File: src/rtl/tl_rx_cpl_tag_tracker.sv
// ---------------------------------------------------------------------------
// tl_rx_cpl_tag_tracker
//
// Purpose:
//   Tracks outstanding non-posted request tags issued by TX and matches
//   incoming completion headers against them. A tag is recorded when TX
//   allocates it and is cleared when its final completion arrives.
//   The registered hit/unexpected flags feed the RX uncorrectable-error
//   check stage.
//
// Ports:
//   clk, rst             - clock, asynchronous active-high reset
//   tx_req_valid/_tag    - TX issues a non-posted request with this tag
//   tx_req_ready         - combinational: the tag is in range and not in use
//   rx_cpl_valid/_tag    - completion header presented for lookup
//   rx_cpl_last          - completion is the final one; retire the tag on a hit
//   rx_cpl_hit           - registered: completion matched an outstanding tag
//   rx_cpl_unexpected    - registered: completion matched no outstanding tag
//   outstanding_cnt      - registered count of valid entries
//   all_idle             - registered: outstanding_cnt == 0
//   timeout_tick         - timebase strobe           (CPL_TIMEOUT_EN only)
//   cpl_timeout          - one-cycle expiry pulse    (CPL_TIMEOUT_EN only)
//   cpl_timeout_tag      - tag that expired          (CPL_TIMEOUT_EN only)
//
// Build option:
//   `define CPL_TIMEOUT_EN adds per-entry timeout counters. Without it the
//   timeout ports do not exist and entries persist until retired by a
//   completion.
// ---------------------------------------------------------------------------
module tl_rx_cpl_tag_tracker #(
    parameter int TAG_WIDTH     = 10,
    parameter int TAG_DEPTH     = 32,
    parameter int CNT_WIDTH     = 6,
    parameter int TIMEOUT_WIDTH = 8,
    parameter int TIMEOUT_LIMIT = 200
) (
    input  logic                 clk,
    input  logic                 rst,
    input  logic                 tx_req_valid,
    input  logic [TAG_WIDTH-1:0] tx_req_tag,
    output logic                 tx_req_ready,
    input  logic                 rx_cpl_valid,
    input  logic [TAG_WIDTH-1:0] rx_cpl_tag,
    input  logic                 rx_cpl_last,
    output logic                 rx_cpl_hit,
    output logic                 rx_cpl_unexpected,
    output logic [CNT_WIDTH-1:0] outstanding_cnt,
`ifdef CPL_TIMEOUT_EN
    input  logic                 timeout_tick,
    output logic                 cpl_timeout,
    output logic [TAG_WIDTH-1:0] cpl_timeout_tag,
`endif
    output logic                 all_idle
);

    localparam int IDX_W = (TAG_DEPTH > 1) ? $clog2(TAG_DEPTH) : 1;
    // One extra bit so a depth equal to 2**TAG_WIDTH still compares correctly.
    localparam logic [TAG_WIDTH:0] DEPTH_L = (TAG_WIDTH + 1)'(TAG_DEPTH);

    logic [TAG_DEPTH-1:0] valid_q, valid_d;
    logic [CNT_WIDTH-1:0] cnt_q, cnt_d;
    logic                 hit_q, hit_d;
    logic                 unexp_q, unexp_d;
    logic                 idle_q, idle_d;

    logic                 tx_in_range;
    logic                 cpl_in_range;
    logic [IDX_W-1:0]     tx_idx;
    logic [IDX_W-1:0]     cpl_idx;
    logic                 alloc;
    logic                 cpl_match;
    logic                 retire;

    // The index is only meaningful when the tag is in range; the range
    // check gates every use of it.
    assign tx_in_range  = {1'b0, tx_req_tag} < DEPTH_L;
    assign cpl_in_range = {1'b0, rx_cpl_tag} < DEPTH_L;
    assign tx_idx       = tx_req_tag[IDX_W-1:0];
    assign cpl_idx      = rx_cpl_tag[IDX_W-1:0];

    assign tx_req_ready = tx_in_range && !valid_q[tx_idx];
    assign alloc        = tx_req_valid && tx_req_ready;

    // Lookup sees the pre-update valid vector. A same-tag alloc can only
    // proceed when the entry is idle, so alloc and retire never collide.
    assign cpl_match    = rx_cpl_valid && cpl_in_range && valid_q[cpl_idx];
    assign retire       = cpl_match && rx_cpl_last;

`ifdef CPL_TIMEOUT_EN
    localparam logic [TIMEOUT_WIDTH-1:0] TMO_LIM = TIMEOUT_WIDTH'(TIMEOUT_LIMIT);

    logic [TIMEOUT_WIDTH-1:0] tmo_q [TAG_DEPTH];
    logic                     tmo_fire;
    logic [IDX_W-1:0]         tmo_idx;
    logic                     tmo_pulse_q;
    logic [TAG_WIDTH-1:0]     tmo_tag_q;

    // Lowest-index expired entry wins; an entry being retired by a final
    // completion this cycle is not reported as timed out.
    always_comb begin
        tmo_fire = 1'b0;
        tmo_idx  = '0;
        for (int i = TAG_DEPTH - 1; i >= 0; i--) begin
            if (valid_q[i] && (tmo_q[i] == TMO_LIM) &&
                !(retire && (cpl_idx == IDX_W'(i)))) begin
                tmo_fire = 1'b1;
                tmo_idx  = IDX_W'(i);
            end
        end
    end

    // Counters saturate at the limit so candidates not serviced this cycle
    // stay candidates until their turn.
    always_ff @(posedge clk or posedge rst) begin
        if (rst) begin
            for (int i = 0; i < TAG_DEPTH; i++) begin
                tmo_q[i] <= '0;
            end
        end else begin
            for (int i = 0; i < TAG_DEPTH; i++) begin
                if (alloc && (tx_idx == IDX_W'(i))) begin
                    tmo_q[i] <= '0;
                end else if (timeout_tick && valid_q[i] && (tmo_q[i] != TMO_LIM)) begin
                    tmo_q[i] <= tmo_q[i] + 1'b1;
                end
            end
        end
    end

    always_ff @(posedge clk or posedge rst) begin
        if (rst) begin
            tmo_pulse_q <= 1'b0;
            tmo_tag_q   <= '0;
        end else begin
            tmo_pulse_q <= tmo_fire;
            tmo_tag_q   <= tmo_fire ? TAG_WIDTH'(tmo_idx) : '0;
        end
    end

    assign cpl_timeout     = tmo_pulse_q;
    assign cpl_timeout_tag = tmo_tag_q;
`endif

    always_comb begin
        valid_d = valid_q;
        if (alloc) begin
            valid_d[tx_idx] = 1'b1;
        end
        if (retire) begin
            valid_d[cpl_idx] = 1'b0;
        end
`ifdef CPL_TIMEOUT_EN
        if (tmo_fire) begin
            valid_d[tmo_idx] = 1'b0;
        end
`endif
    end

    // Bounded by TAG_DEPTH, so the count never wraps.
    always_comb begin
        cnt_d = cnt_q + CNT_WIDTH'(alloc) - CNT_WIDTH'(retire);
`ifdef CPL_TIMEOUT_EN
        cnt_d = cnt_d - CNT_WIDTH'(tmo_fire);
`endif
    end

    always_comb begin
        hit_d   = cpl_match;
        unexp_d = rx_cpl_valid && !cpl_match;
        idle_d  = (cnt_d == '0);
    end

    always_ff @(posedge clk or posedge rst) begin
        if (rst) begin
            valid_q <= '0;
            cnt_q   <= '0;
            hit_q   <= 1'b0;
            unexp_q <= 1'b0;
            idle_q  <= 1'b1;
        end else begin
            valid_q <= valid_d;
            cnt_q   <= cnt_d;
            hit_q   <= hit_d;
            unexp_q <= unexp_d;
            idle_q  <= idle_d;
        end
    end

    assign rx_cpl_hit        = hit_q;
    assign rx_cpl_unexpected = unexp_q;
    assign outstanding_cnt   = cnt_q;
    assign all_idle          = idle_q;

endmodule

File: config.mk
export PLATFORM = sky130hd
export DESIGN_NAME = tl_rx_cpl_tag_tracker
export DESIGN_NICKNAME = d
export VERILOG_FILES = /design/src/rtl/tl_rx_cpl_tag_tracker.sv
export SDC_FILE = /design/constraint.sdc
export NUM_CORES = 1
export LEC_CHECK = 0
export CELL_PAD_IN_SITES_DETAIL_PLACEMENT = 0
export CELL_PAD_IN_SITES_GLOBAL_PLACEMENT = 1
export CORE_UTILIZATION = 35
export DETAILED_ROUTE_END_ITERATION = 16
export PLACE_DENSITY = 0.68
export SLEW_MARGIN = 40
export SYNTH_ARGS = -nofsm -noshare
export SYNTH_HDL_FRONTEND = slang
export SYNTH_SLANG_ARGS = --single-unit
File: constraint.sdc
create_clock -name clk -period 8.8 [get_ports clk]
set_input_delay 2.64 -clock clk [delete_from_list [all_inputs] [get_ports clk]]
set_output_delay 2.64 -clock clk [all_outputs]
set_load 0.02 [all_outputs]
==> impl_results.md <==
* Setup-failing EPs final at 0
* Gp weighted congestion at between 0.8 and 0.9
* Post-DP HPWL at between 5 and 6 mm
* Hold crit path type: flop to flop
* Clk_skew at ~0.011 ns
* Cell Int Power at about 380 µW
* Top delay family on crit path: buffers and inverters
* Deepest clock path buffer count at 2
* Top-count cell post-synth: dfrtp_1
* Main synth FF type: dfrtp_1
* WL final at 7.54 mm
* Area growth, synth to finish at 18.6%
* FF-to-FF Start: valid_q[20]
* Grt total ovfl at 0
* Mapped Cells at 273
* Vias in the first global route at about 2,300
* Logic pwr share at just under 40%
* Die footprint at slightly above 8000 µm²
* Setup crit end: tx_req_ready
* Worst reg2reg setup slack at between 4 and 5 ns
* Sink Count at 41
* Sequential power share at between 30% and 40%
* P_sw at 212 µW
* Yosys warning total at 0
* Die Wd at roughly 90 µm
* Via/cell ratio at between 5 and 6
* Diodes inserted at 0
* Post-synth EDFFs at 0
* Async SR Flop Fraction at 100%
* Endpoints failing hold at 0
* Setup slack after layout at 0.737 ns
* Cell area after synthesis at between 2000 and 3000 µm²
* Slowest stage cell on the critical path: clkdlybuf4s50_1
* Core Box Area at 7370 µm²
* Post-synthesis sequential area ratio at approximately 38%
* Register-to-Register Path Depth at 16
* Drt pass-1 iters at 4
* Hold_buf cts at 0
* Switching Share at a little over a third
* Row count at 31
* Nets at 333
* Minimum clock period at around 8.1 ns
* Pre-CTS setup slack at between 0.7 and 0.8 ns
* Tightest Pin Transition at between 0.8 and 0.9 ns
* Synth Area per Inst at ~9.9 µm²
* Post-CTS setup buffer count at 0
* Critical Path Max Stage Delay at approximately 0.67 ns
* CTS root buffer: clkbuf_8
* DR WL/cell at approximately 19 µm
* Worst path required time at between 6 and 7 ns
* Worst Setup Path Type: input port to output pin
* Achievable Freq at about 0.12 GHz
* List of most frequent post-synthesis cells: dfrtp_1, a21oi_1, a41oi_1
* Reg-to-reg endpoint: all_idle
* CTS H-tree depth at 2
* Post-synth cell types at between 50 and 60
* Yosys reg bits at just over 40
* First-pass GRT wire length at approximately 12 mm
* WP depth at 7
* Total power divided by cell area at ~190 nW/µm²
* Skew-Pair Late Insertion Delay at approximately 0.30 ns
* Startpoint Class: input port
* Worst EP arrival at between 5 and 6 ns
* Largest area contributor in the netlist: dfrtp_1
* TNS Setup at 0 ns
* Number of port buffers at 34
* I/O pins at 35
* Die height at ~90 µm
* Largest net degree at the start of global routing at 42
* Initial Util at 36.8%
* Crit end category: output pin
* Synth area leaders: dfrtp_1, mux4_2, a21oi_1
* Worst-path cell chain: clkdlybuf4s50_1 > buf_4 > mux4_2 > mux2i_1 > o21ai_0 > a2111oi_2 > clkdlybuf4s50_1
* Fin crit share at around 90%
* Peak supply drop at between 0.15 and 0.2 mV
* CP startpoint: tx_req_tag[0]
* Synth top area share at approximately 37%
* CTS tree: done
* Post-CTS resize count at 0
* Via count at around 2,400
* Post-layout util at 43.6%
* Slew headroom at 42.7%
* Post-route ant nets at 0
* Initial antenna violation count at 0
* Total clock buffers created by CTS at 5
* Pleak at between 0.001 and 0.0015 µW
* First-iteration detailed-routing DRC count at ~270
* CP Buf/Inv Count at 3
* Max-cap violations at 0
* Clock Power Share at 22.3%
* Syn nets at roughly 300
* Clock Pin Slew Worst Setup and Hold Paths at approximately 0.080 ns
* Number of remaining DRC errors at 0
* Fraction of layout cells with a size suffix above 1 at between 10% and 20%
* Status: complete, no violations
* GRT Util Overall at 19.5%
* Most used cell, CP: clkdlybuf4s50_1
* CP max FO at 10
* Setup repair after global routing missed its margin: false
* Max-slew violation count at 0
-- layer usage --
metal / up-vias / routed length (µm) / share of wire (%) / global-route usage, %
met1: 1175 / 3420 / 45 / 27.9
met3: 14 / 579 / 7.7 / 4.82
met2: 97 / 3400 / 45 / 28.3
met4: 0 / 143 / 1.9 / 7.26
li1: 1106 / - / - / -
met5: - / 0 / 0 / 0
-- worst reg2reg max path: stages, from the launching register on --
cell	delay [ns]
dfrtp_1	0.42
mux4_2	0.49
a21o_1	0.20
a222oi_1	0.42
nand3_2	0.09
buf_4	0.26
and2_1	0.20
ha_1	0.26
inv_1	0.06
ha_1	0.16
inv_1	0.05
fa_1	0.39
inv_1	0.07
a21o_1	0.10
a21oi_1	0.07
xnor2_1	0.15
nor4b_1	0.35
-- sequential cells by signal (all words and copies together), names as in the netlist --
| name | flops |
|---|---|
| rx_cpl_unexpected | 1 |
| valid_q | 32 |
| all_idle | 1 |
| rx_cpl_hit | 1 |
| outstanding_cnt | 6 |
-- logic make-up after synthesis --
family | count (synthesis) | share of synthesized area, %
AO/OA/AOI/OAI | 88 | 21.9
AND/OR/NAND/NOR | 73 | 15.5
flip-flops | 41 | 37.9
buffers and inverters | 36 | 6.14
multiplexers | 24 | 13.7
adder cells (fa/ha/maj) | 7 | 3.51
XOR/XNOR | 4 | 1.29
-- worst min path at each step --
stage	from	end	slack (ns)	cells after the start
2_1_floorplan	valid_q[25]	valid_q[25]	0.51	2
5_1_grt	outstanding_cnt[0]	outstanding_cnt[0]	0.59	1
3_5_place_dp	outstanding_cnt[0]	outstanding_cnt[0]	0.53	1
3_3_place_gp	outstanding_cnt[0]	outstanding_cnt[0]	0.53	1
6_report	outstanding_cnt[0]	outstanding_cnt[0]	0.55	1
4_1_cts	outstanding_cnt[0]	outstanding_cnt[0]	0.56	1
-- through the flow --
stage / power [µW] / hold slack, ns / area, µm² / std cells
4_1_cts: 602 / 0.555 / 3210 / 401
3_3_place_gp: 469 / 0.533 / 3120 / 393
3_5_place_dp: 468 / 0.532 / 3120 / 393
5_1_grt: 635 / 0.588 / 3210 / 401
2_1_floorplan: 391 / 0.507 / 2710 / 273
6_report: 596 / 0.546 / 3210 / 401
-- power by group through the flow --
stage / Combinational (µW) / Clock, µW / Sequential [µW]
after floorplan: 141 / 0 / 250
after global placement: 236 / 0 / 232
after detailed placement: 237 / 0 / 232
after CTS: 238 / 136 / 228
after global routing: 261 / 143 / 231
final: 235 / 133 / 228
-- final cells by class --
class,count,area [µm²]
Clock inverter,2,13.8
Sequential cell,41,1030
Clock buffer,6,82.6
Inverter,17,63.8
Fill cell,715,4160
Timing Repair Buffer,40,385
Tap cell,99,124
Multi-Input combinational cell,196,1520
-- cells in the final DEF, fill, tap and decap left out, types with 3 or more instances in the layout --
| cell type | synthesis | final |
|---|---|---|
| a21o_1 | 4 | 4 |
| a41oi_1 | 18 | 18 |
| ha_1 | 6 | 6 |
| clkbuf_8 | 0 | 6 |
| nor4_2 | 3 | 3 |
| dfrtp_1 | 40 | 40 |
| mux2_2 | 4 | 4 |
| a31oi_1 | 13 | 13 |
| mux4_2 | 10 | 10 |
| nand3_1 | 3 | 3 |
| buf_4 | 2 | 6 |
| nand2_1 | 12 | 12 |
| nor3_1 | 8 | 8 |
| nand3b_1 | 4 | 4 |
| and2_1 | 4 | 4 |
| nor4_1 | 3 | 3 |
| clkdlybuf4s50_1 | 0 | 34 |
| mux2i_1 | 10 | 10 |
| a21oi_1 | 37 | 37 |
| nor2b_1 | 5 | 5 |
| inv_1 | 17 | 17 |
| nor2_1 | 16 | 16 |
Note: power is estimated with default switching activity, not from simulation.
